### src/rtl/load_store_align.sv
// RV32I load/store unit in front of a word-addressed data memory.
// Misaligned loads take two word reads; misaligned stores go out byte by byte.
module load_store_align #(
   parameter int DEPTH = 128,
   localparam int AW = $clog2(DEPTH)
) (
   input  logic          clk,
   input  logic          rst,
   input  logic          req_valid,
   output logic          req_ready,
   input  logic          req_we,
   input  logic [2:0]    req_funct3,
   input  logic [31:0]   req_addr,
   input  logic [31:0]   req_wdata,
   output logic          rsp_valid,
   output logic [31:0]   rsp_rdata,
   output logic          rsp_err,
   output logic [AW-1:0] mem_rd_addr,
   input  logic [31:0]   mem_rd_data,
   output logic [AW-1:0] mem_wr_addr,
   output logic [31:0]   mem_wr_data,
   output logic          mem_we,
   output logic [2:0]    mem_wr_strb
);

   typedef enum logic [2:0] {
      IDLE,
      RD0,
      RD1,
      WR,
      RESP
   } state_t;

   localparam logic [32:0] LIMIT = 33'(4 * DEPTH);
   localparam logic [2:0]  STRB_NOP = 3'b010;

   state_t        state_q, state_d;
   logic          we_q, we_d;
   logic [2:0]    f3_q, f3_d;
   logic [AW+1:0] addr_q, addr_d;
   logic [31:0]   wdata_q, wdata_d;
   logic [31:0]   word0_q, word0_d;
   logic [1:0]    cnt_q, cnt_d;
   logic [31:0]   rdata_q, rdata_d;
   logic          err_q, err_d;

   logic [2:0]    req_size;
   logic [32:0]   req_last;
   logic          req_illegal;
   logic          req_hi_bad;
   logic          req_err;

   logic [2:0]    sz_q;
   logic          mis_q;
   logic          bytewise;
   logic          wr_last;
   logic [AW+1:0] baddr;
   logic [31:0]   wsh;

   function automatic logic [31:0] extract(
      input logic [31:0] w1,
      input logic [31:0] w0,
      input logic [1:0]  off,
      input logic [2:0]  f3
   );
      logic [63:0] sh;
      sh = {w1, w0} >> {off, 3'b000};
      case (f3)
         3'b000:  extract = {{24{sh[7]}}, sh[7:0]};
         3'b001:  extract = {{16{sh[15]}}, sh[15:0]};
         3'b100:  extract = {24'b0, sh[7:0]};
         3'b101:  extract = {16'b0, sh[15:0]};
         default: extract = sh[31:0];
      endcase
   endfunction

   // Request qualification, evaluated on the incoming request
   always_comb begin
      req_size = 3'd4;
      case (req_funct3[1:0])
         2'b00:   req_size = 3'd1;
         2'b01:   req_size = 3'd2;
         default: req_size = 3'd4;
      endcase
      req_last = {1'b0, req_addr} + 33'(req_size) - 33'd1;
      if (req_we) begin
         req_illegal = req_funct3 > 3'd2;
      end else begin
         req_illegal = req_funct3 inside {3'b011, 3'b110, 3'b111};
      end
      req_hi_bad = |req_addr[31:AW+2];
      req_err    = req_illegal | req_hi_bad | (req_last >= LIMIT);
   end

   always_comb begin
      sz_q = 3'd4;
      case (f3_q[1:0])
         2'b00:   sz_q = 3'd1;
         2'b01:   sz_q = 3'd2;
         default: sz_q = 3'd4;
      endcase
      mis_q = ((f3_q[1:0] == 2'b01) && addr_q[0]) ||
              ((f3_q[1:0] == 2'b10) && (addr_q[1:0] != 2'b00));
      bytewise = mis_q || (sz_q == 3'd1);
      wr_last  = !mis_q || (cnt_q == 2'(sz_q - 3'd1));
      baddr    = addr_q + (AW+2)'(cnt_q);
      wsh      = wdata_q >> {cnt_q, 3'b000};
   end

   always_comb begin
      state_d = state_q;
      we_d    = we_q;
      f3_d    = f3_q;
      addr_d  = addr_q;
      wdata_d = wdata_q;
      word0_d = word0_q;
      cnt_d   = cnt_q;
      rdata_d = rdata_q;
      err_d   = err_q;
      case (state_q)
         IDLE: begin
            if (req_valid) begin
               we_d    = req_we;
               f3_d    = req_funct3;
               addr_d  = req_addr[AW+1:0];
               wdata_d = req_wdata;
               cnt_d   = 2'd0;
               if (req_err) begin
                  state_d = RESP;
                  rdata_d = 32'd0;
                  err_d   = 1'b1;
               end else begin
                  state_d = req_we ? WR : RD0;
               end
            end
         end
         RD0: begin
            word0_d = mem_rd_data;
            if (mis_q) begin
               state_d = RD1;
            end else begin
               state_d = RESP;
               rdata_d = extract(32'd0, mem_rd_data, addr_q[1:0], f3_q);
               err_d   = 1'b0;
            end
         end
         RD1: begin
            state_d = RESP;
            rdata_d = extract(mem_rd_data, word0_q, addr_q[1:0], f3_q);
            err_d   = 1'b0;
         end
         WR: begin
            if (wr_last) begin
               state_d = RESP;
               rdata_d = 32'd0;
               err_d   = 1'b0;
            end else begin
               cnt_d = cnt_q + 2'd1;
            end
         end
         RESP: begin
            state_d = IDLE;
         end
         default: begin
            state_d = IDLE;
         end
      endcase
   end

   always_ff @(posedge clk) begin
      if (!rst) begin
         state_q <= IDLE;
         we_q    <= 1'b0;
         f3_q    <= 3'd0;
         addr_q  <= '0;
         wdata_q <= 32'd0;
         word0_q <= 32'd0;
         cnt_q   <= 2'd0;
         rdata_q <= 32'd0;
         err_q   <= 1'b0;
      end else begin
         state_q <= state_d;
         we_q    <= we_d;
         f3_q    <= f3_d;
         addr_q  <= addr_d;
         wdata_q <= wdata_d;
         word0_q <= word0_d;
         cnt_q   <= cnt_d;
         rdata_q <= rdata_d;
         err_q   <= err_d;
      end
   end

   always_comb begin
      mem_rd_addr = '0;
      case (state_q)
         RD0:     mem_rd_addr = addr_q[AW+1:2];
         RD1:     mem_rd_addr = addr_q[AW+1:2] + AW'(1);
         default: mem_rd_addr = '0;
      endcase
   end

   // Write port; a reset edge suppresses the write in flight
   always_comb begin
      mem_we      = 1'b0;
      mem_wr_addr = '0;
      mem_wr_data = 32'd0;
      mem_wr_strb = STRB_NOP;
      if (state_q == WR) begin
         mem_we = rst;
         if (bytewise) begin
            mem_wr_addr = baddr[AW+1:2];
            mem_wr_strb = {1'b1, baddr[1:0]};
            mem_wr_data = {24'b0, wsh[7:0]};
         end else if (sz_q == 3'd2) begin
            mem_wr_addr = addr_q[AW+1:2];
            mem_wr_strb = addr_q[1] ? 3'b011 : 3'b001;
            mem_wr_data = {16'b0, wdata_q[15:0]};
         end else begin
            mem_wr_addr = addr_q[AW+1:2];
            mem_wr_strb = 3'b000;
            mem_wr_data = wdata_q;
         end
      end
   end

   assign req_ready = (state_q == IDLE);
   assign rsp_valid = (state_q == RESP);
   assign rsp_rdata = rdata_q;
   assign rsp_err   = err_q;

   logic unused_we;
   assign unused_we = we_q;

endmodule
### config.mk
export PLATFORM = sky130hd
export DESIGN_NAME = load_store_align
export DESIGN_NICKNAME = d
export VERILOG_FILES = /design/src/rtl/load_store_align.sv
export SDC_FILE = /design/constraint.sdc
export NUM_CORES = 1
export LEC_CHECK = 0
export ABC_AREA = 1
export BUFFER_PORTS_ARGS = -buffer_cell sky130_fd_sc_hd__buf_4
export CORE_AREA = 5 5 195 159
export CTS_CLUSTER_DIAMETER = 50
export DETAILED_ROUTE_END_ITERATION = 12
export DIE_AREA = 0 0 200 164
export MAX_ROUTING_LAYER = met4
export PLACE_DENSITY_LB_ADDON = 0.05
export SLEW_MARGIN = 20
export SYNTH_ARGS = -nofsm -noshare
export SYNTH_HDL_FRONTEND = slang
export SYNTH_SLANG_ARGS = --single-unit
### constraint.sdc
create_clock -name clk -period 4.4 [get_ports clk]
set_input_delay 0.22 -clock clk [delete_from_list [all_inputs] [get_ports clk]]
set_output_delay 0.22 -clock clk [all_outputs]
set_load 0.05 [all_outputs]
==> results.ini, run 1 <==
[floorplan]
rows = 56
die_w_um = 200
core_mm2 = 0.02887
initial_core_util_pct = 34.55
die_y_um = 164
pin_count = 188
die_area_mm2 = 0.03280

[layout]
area_growth_pct = 22.64
n_fill_cell = 3222
drive_gt1_share_pct = 15.32
fin_nets = 2040
multi_input_area_mm2 = 0.006102
seq_area_mm2 = 0.002285
mostFrequentLayoutCell = nand2_1
layout_common_cells = nand2_1, inv_1, buf_4, nor2_1, o21ai_0

[setup_path]
cp.arrival_ns = 3.37
r2r_cells = 13
cp_data_required_time_ns = 4.18
endpoint_kind = output port
r2r-start = f3_q[1]$_SDFFE_PN0P_
r2r_end = rsp_rdata[24]$_SDFFE_PN0P_
start_kind = flop
crit_end = mem_wr_addr[4]
crit_start = f3_q[0]$_SDFFE_PN0P_
critical_path_class = reg -> out
r2r_setup_slack_ns = 1.20
critical_path.max_fanout = 29

[routing]
drt-pass1-iter-count = 6
vias_per_cell = 4.947
wl_per_cell_um = 16.23
antenna_left = 0
drt_iter0_markers = 671
vias = 11260
wl_um = 36960
drc = 0

[synth]
ys.flop_type = dfxtp_1
synthesis.nets = 1899
synth.distinct_cells = 50
syn_area_per_cell_um2 = 5.713
synthArstFlopShare_pct = 0
syn_area_mm2 = 0.009975
ys_seq_area_share_pct = 22.88
synth_edf_count = 0
synthCells = 1746
synth_warnings = 0
ys_ff_latch = 114

[cts]
cts_root_buf = clkbuf_16
clkLatencyLatePin_ns = 0.43
cts_tree = built
cts_sinks = 114
htree_levels = 4
cts_buffer_depth = 2
postCtsSetupRepairBufs = 0
clk_pin_slew_ns = 0.06
cts_buffers = 17
ctsHoldBuffers = 2
post_cts_resized = 0

[sta]
rsz0062_at_grt = no
relSlewSlack_pct = 40.52
fmax_ghz = 0.2785
setup_ws_ns = 0.8087
finalSetupViolCount = 0
finClkSkew_ns = 0.006992
maxSlewViolCount = 0
tightest_slew_ns = 0.8912
finalHoldViolCount = 0
holdWs_ns = 0.02200
tns_ns = 0
timing.final.crit_share_pct = 81.62
fin_crit_ns = 3.591

[global_routing]
overflow = 0
grt_antenna_before_repair = 1
grt_pass1_wl_um = 57790
groute.usage.overall_pct = 22.99
grt_max_degree = 71
grt_pass1_vias = 10510

[run_status]
status = completed

[pwr]
power.leakage_nw = 6.131
ir_worst_vdd_mv = 0.2837
pwr_density_cell_mw_per_mm2 = 314.5

[placed_design]
hpwlAfterDp_um = 28340
pre_cts_slack_ns = 1.007
io_buffers = 187
gp_congestion = 0.9460

[run]
maxCapViolCount = 0

[worst_hold_path]
hp-start = req_wdata[7]
min_path_type = in -> reg

-- metrics by stage --
stage,power [mW],util (%),std cells,area (um^2)
after global routing,4.103,42.38,2277,12230
after CTS,3.878,42.37,2276,12230
final,3.847,42.38,2277,12230
after global placement,2.491,40.31,2243,11640
after detailed placement,2.495,40.32,2243,11640
after floorplan,2.097,-,1746,9975
-- sequential cells by signal, indices dropped and copies added (netlist names) --
signal	cells
addr_q	9
wdata_q	32
rsp_err	1
f3_q	3
word0_q	32
cnt_q	2
rsp_rdata	32
state_q	3
-- critical path, stage by stage, from the launching register on --
cell	delay (ns)
dfxtp_1	0.37
inv_1	0.12
nor2_1	0.26
nand2_1	0.12
nand2_1	0.14
nor2_1	0.10
inv_1	0.62
nand2_1	0.30
inv_1	0.17
nor2_1	0.05
a2111oi_0	0.41
buf_4	0.29
-- synth_stat cells, drive strengths merged, types with 2 or more instances --
master  number  area share (%)
dfxtp      114              23
fa           2            0.40
mux2i       15             1.5
nand4       44             2.8
o21ai      185             9.3
o211ai       7            0.53
o21bai       8            0.60
clkbuf      64             2.4
o22ai       12            0.75
a211oi       7            0.58
a21o         5            0.38
nand2      404              15
a21oi      154             7.8
a32o         4            0.40
inv        326              12
buf         20             1.2
nor3        19             1.1
clkinv       7            0.26
nand3       70             3.8
xnor2        2            0.18
o32ai        2            0.18
or2          4            0.25
nor2       211             8.3
ha          48             6.0
-- cells by family (layout without fill, tap and decap cells) --
kind of cell	count (synthesis)	count (layout)	share of synthesized area [%]
AND/OR/NAND/NOR	755	755	31.70
buffers and inverters	417	570	16.11
AO/OA/AOI/OAI	393	393	21.21
flip-flops	114	114	22.88
adder cells (fa/ha/maj)	50	50	6.423
multiplexers	15	15	1.505
XOR/XNOR	2	2	0.1756
other	0	1	0
-- worst min path at each step --
stage | endpoint | slack [ns] | cells after the start
finish | wdata_q[7]$_SDFFE_PN0P_ | 0.02 | 3
global route | wdata_q[1]$_SDFFE_PN0P_ | 0.006 | 3
CTS | wdata_q[7]$_SDFFE_PN0P_ | 0.008 | 3
detailed placement | rsp_err$_SDFFE_PN0P_ | 0.44 | 2
global placement | rsp_err$_SDFFE_PN0P_ | 0.44 | 2
floorplan | wdata_q[0]$_SDFFE_PN0P_ | 0.35 | 2
-- where the power goes --
group          leakage, nW  internal, mW  total (mW)  switching (mW)
Combinational         4.92         0.412        1.29           0.877
Clock                0.271         0.854        1.37           0.514
Sequential           0.939          1.13        1.19          0.0607
Total                 6.13          2.40        3.85            1.45
-- routing by layer --
metal | global-route usage [%] | vias to the layer above | wire, um
met3 | 2.994 | 64 | 1639
met1 | 32.47 | 5067 | 18040
met5 | - | - | 0
met2 | 33.74 | 281 | 16080
met4 | 8.056 | 0 | 1201
li1 | - | 5852 | -
-- area by class of cell --
class                      count  share of cell area (%)
clock buffer                  21                   3.764
multi-input combinational   1215                   49.88
clock inverter                10                  0.9001
sequential                   114                   18.68
tap                          377                   3.856
antenna                        1                 0.02046
inverter                     333                   10.22
timing repair buffer         206                   12.68
Note: power is estimated with default switching activity, not from simulation.
==> inputs of run 2 (changes only) <==
--- a/config.mk
+++ b/config.mk
@@ -5,12 +5,12 @@
 export SDC_FILE = /design/constraint.sdc
 export NUM_CORES = 1
 export LEC_CHECK = 0
-export ABC_AREA = 1
+export ABC_AREA = 0
 export BUFFER_PORTS_ARGS = -buffer_cell sky130_fd_sc_hd__buf_4
-export CORE_AREA = 5 5 195 159
+export CORE_AREA = 5 5 189 155
 export CTS_CLUSTER_DIAMETER = 50
 export DETAILED_ROUTE_END_ITERATION = 12
-export DIE_AREA = 0 0 200 164
+export DIE_AREA = 0 0 194 160
 export MAX_ROUTING_LAYER = met4
 export PLACE_DENSITY_LB_ADDON = 0.05
 export SLEW_MARGIN = 20
==> constraint.sdc (replaced) <==
create_clock -name clk -period 2.95 [get_ports clk]
set_input_delay 0.1475 -clock clk [delete_from_list [all_inputs] [get_ports clk]]
set_output_delay 0.1475 -clock clk [all_outputs]
set_load 0.05 [all_outputs]
==> run 2 against run 1 <==
Net effect: critical path depth grew 9; routed wire length grew 2.0%; first-iteration DRC count grew 14%; global-route usage grew 1.1 points; the flow now finishes with violations (setup timing); clock skew grew 0.0020 ns; sequential power grew 39%; largest power group unchanged; final area grew 15%.
==> results.ini, run 2 <==
[run_status]
status = complete, but fails checks
failed_checks = setup timing

[synth]
synth_edf_count = 0  ; unchanged
ys_ff_latch = 114  ; unchanged
syn_area_per_cell_um2 = 7.343  ; +29%
yosysTopAreaCellShare_pct = 24.45  ; +1.6 points
yosys-top-cells-count = nand2_1, a21oi_1, dfxtp_1
ys.flop_type = dfxtp_1
yosys.area.top_type = dfxtp_1
synth_warnings = 0  ; unchanged
synth.distinct_cells = 78  ; +56%
synthTopCellsByArea = dfxtp_1, nand2_1, a21oi_1
syn_area_mm2 = 0.009333  ; -6.4%
synthCells = 1271  ; -27%
ys_seq_area_share_pct = 24.45  ; +1.6 points
yosysMostFrequentCell = nand2_1
synthesis.nets = 1424  ; -25%
synthArstFlopShare_pct = 0  ; unchanged

[layout]
area_growth_pct = 51.11
final_area_mm2 = 0.01410  ; +15%
mostFrequentLayoutCell = buf_4
layout_common_cells = buf_4, nand2_1, a21oi_1, dfxtp_1, inv_1
fin_nets = 1820  ; -11%
drive_gt1_share_pct = 31.85  ; +17 points
stdcell_count = 2045  ; -10%

[pwr]
ir_worst_vdd_mv = 0.3936  ; +39%
p_sw_mw = 1.711  ; +18%
power.leakage_nw = 6.015  ; -1.9%
p_comb_share_pct = 30.1  ; -3.4 points
intPower_mw = 3.858  ; +61%
power.share.switching_pct = 30.73  ; -7.0 points
power_frac_seq_pct = 29.8  ; -1.1 points
p_clk_share_pct = 40.1  ; +4.6 points
pwr_density_cell_mw_per_mm2 = 394.9  ; +26%

[global_routing]
grt_pass1_vias = 10720  ; +2.0%
grt_pass1_wl_um = 59030  ; +2.1%
overflow = 0  ; unchanged
grt_antenna_before_repair = 1  ; unchanged
grt_max_degree = 66  ; -7.0%
groute.usage.overall_pct = 24.04  ; +1.1 points

[floorplan]
die_w_um = 194  ; -3.0%
rows = 54  ; -3.6%
die_y_um = 160  ; -2.4%
core_mm2 = 0.02696  ; -6.6%
initial_core_util_pct = 34.62  ; +0.066 points
die_area_mm2 = 0.03104  ; -5.4%
pin_count = 188  ; unchanged

[setup_path]
max_stage_delay_ns = 0.46  ; -0.16 ns
crit_path_top_delay_cell = a2111o_1
r2r_end = rsp_rdata[26]$_SDFFE_PN0P_
cp_data_required_time_ns = 3.22  ; -0.96 ns
r2r_cells = 13  ; unchanged
r2r_setup_slack_ns = -0.06  ; -1.26 ns
critical_path.max_fanout = 15  ; -48%
cp.arrival_ns = 3.64  ; +0.27 ns
cp_cell_sequence = buf_8 > inv_4 > nand2_2 > ha_4 > inv_2 > ha_4 > inv_2 > fa_2 > nand2b_4 > a21oi_4 > o211a_4 > or3_1 > a2111o_1 > nor4_4 > o2111ai_2 > nor4_4 > buf_6 > or2_4 > buf_16 > a221oi_2
critical_path_class = in -> reg
endpoint_kind = flop
r2r-start = state_q[0]$_SDFFE_PN0P_
start_kind = input port

[routing]
wl_um = 37710  ; +2.0%
drc = 0  ; unchanged
vias = 10840  ; -3.8%
drt-pass1-iter-count = 5  ; -1
vias_per_cell = 5.300  ; +7.1%
wl_per_cell_um = 18.44  ; +14%
drt_iter0_markers = 765  ; +14%
antenna_left = 0  ; unchanged

[sta]
tightest_slew_ns = 0.9997  ; +0.1085 ns
fin_crit_ns = 3.366
tns_ns = -13.58  ; -13.58 ns
finalSetupViolCount = 36  ; +36
setup_ws_ns = -0.4157  ; -1.224 ns
holdWs_ns = 0.01077  ; -0.01123 ns
relSlewSlack_pct = 33.35  ; -7.2 points
timing.final.crit_share_pct = 114.1
finClkSkew_ns = 0.008997  ; +0.002005 ns
maxSlewViolCount = 0  ; unchanged
fmax_ghz = 0.2971
rsz0062_at_grt = yes
finalHoldViolCount = 0  ; unchanged

[worst_hold_path]
hp-start = mem_rd_data[13]
min_path_type = in -> reg
min_path_cells = 3  ; unchanged
hold_end = word0_q[13]$_SDFFE_PN0P_

[cts]
cts_root_buf = clkbuf_16
htree_levels = 4  ; unchanged
clkLatencyLatePin_ns = 0.42  ; about the same
cts_sinks = 114  ; unchanged
cts_buffer_depth = 2  ; unchanged
cts_buffers = 17  ; unchanged
cts_tree = built
clk_pin_slew_ns = 0.06  ; about the same

[placed_design]
dpl_cell_area_mm2 = 0.01266  ; +8.8%
hpwlAfterDp_um = 28830  ; +1.7%
gp_congestion = 0.9316  ; -1.5%
dp.cells = 1957  ; -13%
io_buffers = 187  ; unchanged

[run]
maxCapViolCount = 0  ; unchanged

run 2: layout make-up:
cell class,instances,area (um^2)
Fill cell,2677,12860
Multi-Input combinational cell,982,6649
Timing Repair Buffer,463,3739
Sequential cell,114,2291
Clock buffer,22,474.2
Tap cell,364,455.4
Inverter,89,337.8
Clock inverter,10,153.9
Antenna cell,1,2.502
run 2: cell families after synthesis:
group	share of synthesized area (%)
xor gates and xnor gates	1.595
AOI/OAI and AO/OA	26.42
and+or+nand+nor	23.86
muxes	9.505
buffers and inverters	7.293
adders and majority gates	6.864
DFF	24.45
run 2: worst max path at each step:
stage | from | to | slack, ns | depth (start not counted)
floorplan | req_funct3[1] | rsp_rdata[1]$_SDFFE_PN0P_ | -0.43 | 18
global placement | req_funct3[1] | rsp_rdata[1]$_SDFFE_PN0P_ | -1.01 | 19
detailed placement | req_funct3[1] | rsp_rdata[4]$_SDFFE_PN0P_ | -1.08 | 19
CTS | req_funct3[1] | rsp_rdata[24]$_SDFFE_PN0P_ | -0.45 | 19
global route | req_addr[9] | rsp_rdata[3]$_SDFFE_PN0P_ | -0.57 | 16
finish | req_funct3[1] | rsp_rdata[26]$_SDFFE_PN0P_ | -0.42 | 20
run 2: critical path, delay by kind of cell:
| kind | cells | cell delay, ns |
|---|---|---|
| buf+inv | 6 | 0.57 |
| compound gates | 5 | 1.09 |
| simple gates | 6 | 1.19 |
| fa+ha+maj | 3 | 0.61 |
run 2: routing by layer:
layer  global-route usage [%]  share of wire [%]
met1                    33.93                 49
met2                    35.43                 43
met3                    5.414                6.6
met4                    4.792                1.4
met5                        -                  0
run 2: per-stage QoR:
step           worst slack (ns)  util, %  total power, mW
6_report                -0.4157    52.31            5.570
5_1_grt                 -0.5692    52.31            5.818
4_1_cts                 -0.4466    51.92            5.563
3_5_place_dp             -1.083    46.98            3.240
3_3_place_gp             -1.014    46.98            3.241
2_1_floorplan           -0.4321        -            2.508
run 2: timing repair:
| action | in CTS | in global routing |
|---|---|---|
| gates cloned | 4 | 0 |
| endpoints found under the hold margin | 47 | 0 |
| setup endpoints to repair | 37 | 48 |
| setup buffers | 4 | 0 |
| pin swaps | 9 | 11 |
| gates resized for setup | 21 | 22 |
| hold buffers | 47 | 0 |
run 2: power by group through the flow:
| stage | registers [mW] | logic (mW) | clock network, mW |
|---|---|---|---|
| after floorplan | 1.75 | 0.759 | 0 |
| after global placement | 1.69 | 1.55 | 0 |
| after detailed placement | 1.69 | 1.55 | 0 |
| after CTS | 1.66 | 1.64 | 2.26 |
| after global routing | 1.67 | 1.81 | 2.34 |
| final | 1.66 | 1.67 | 2.23 |
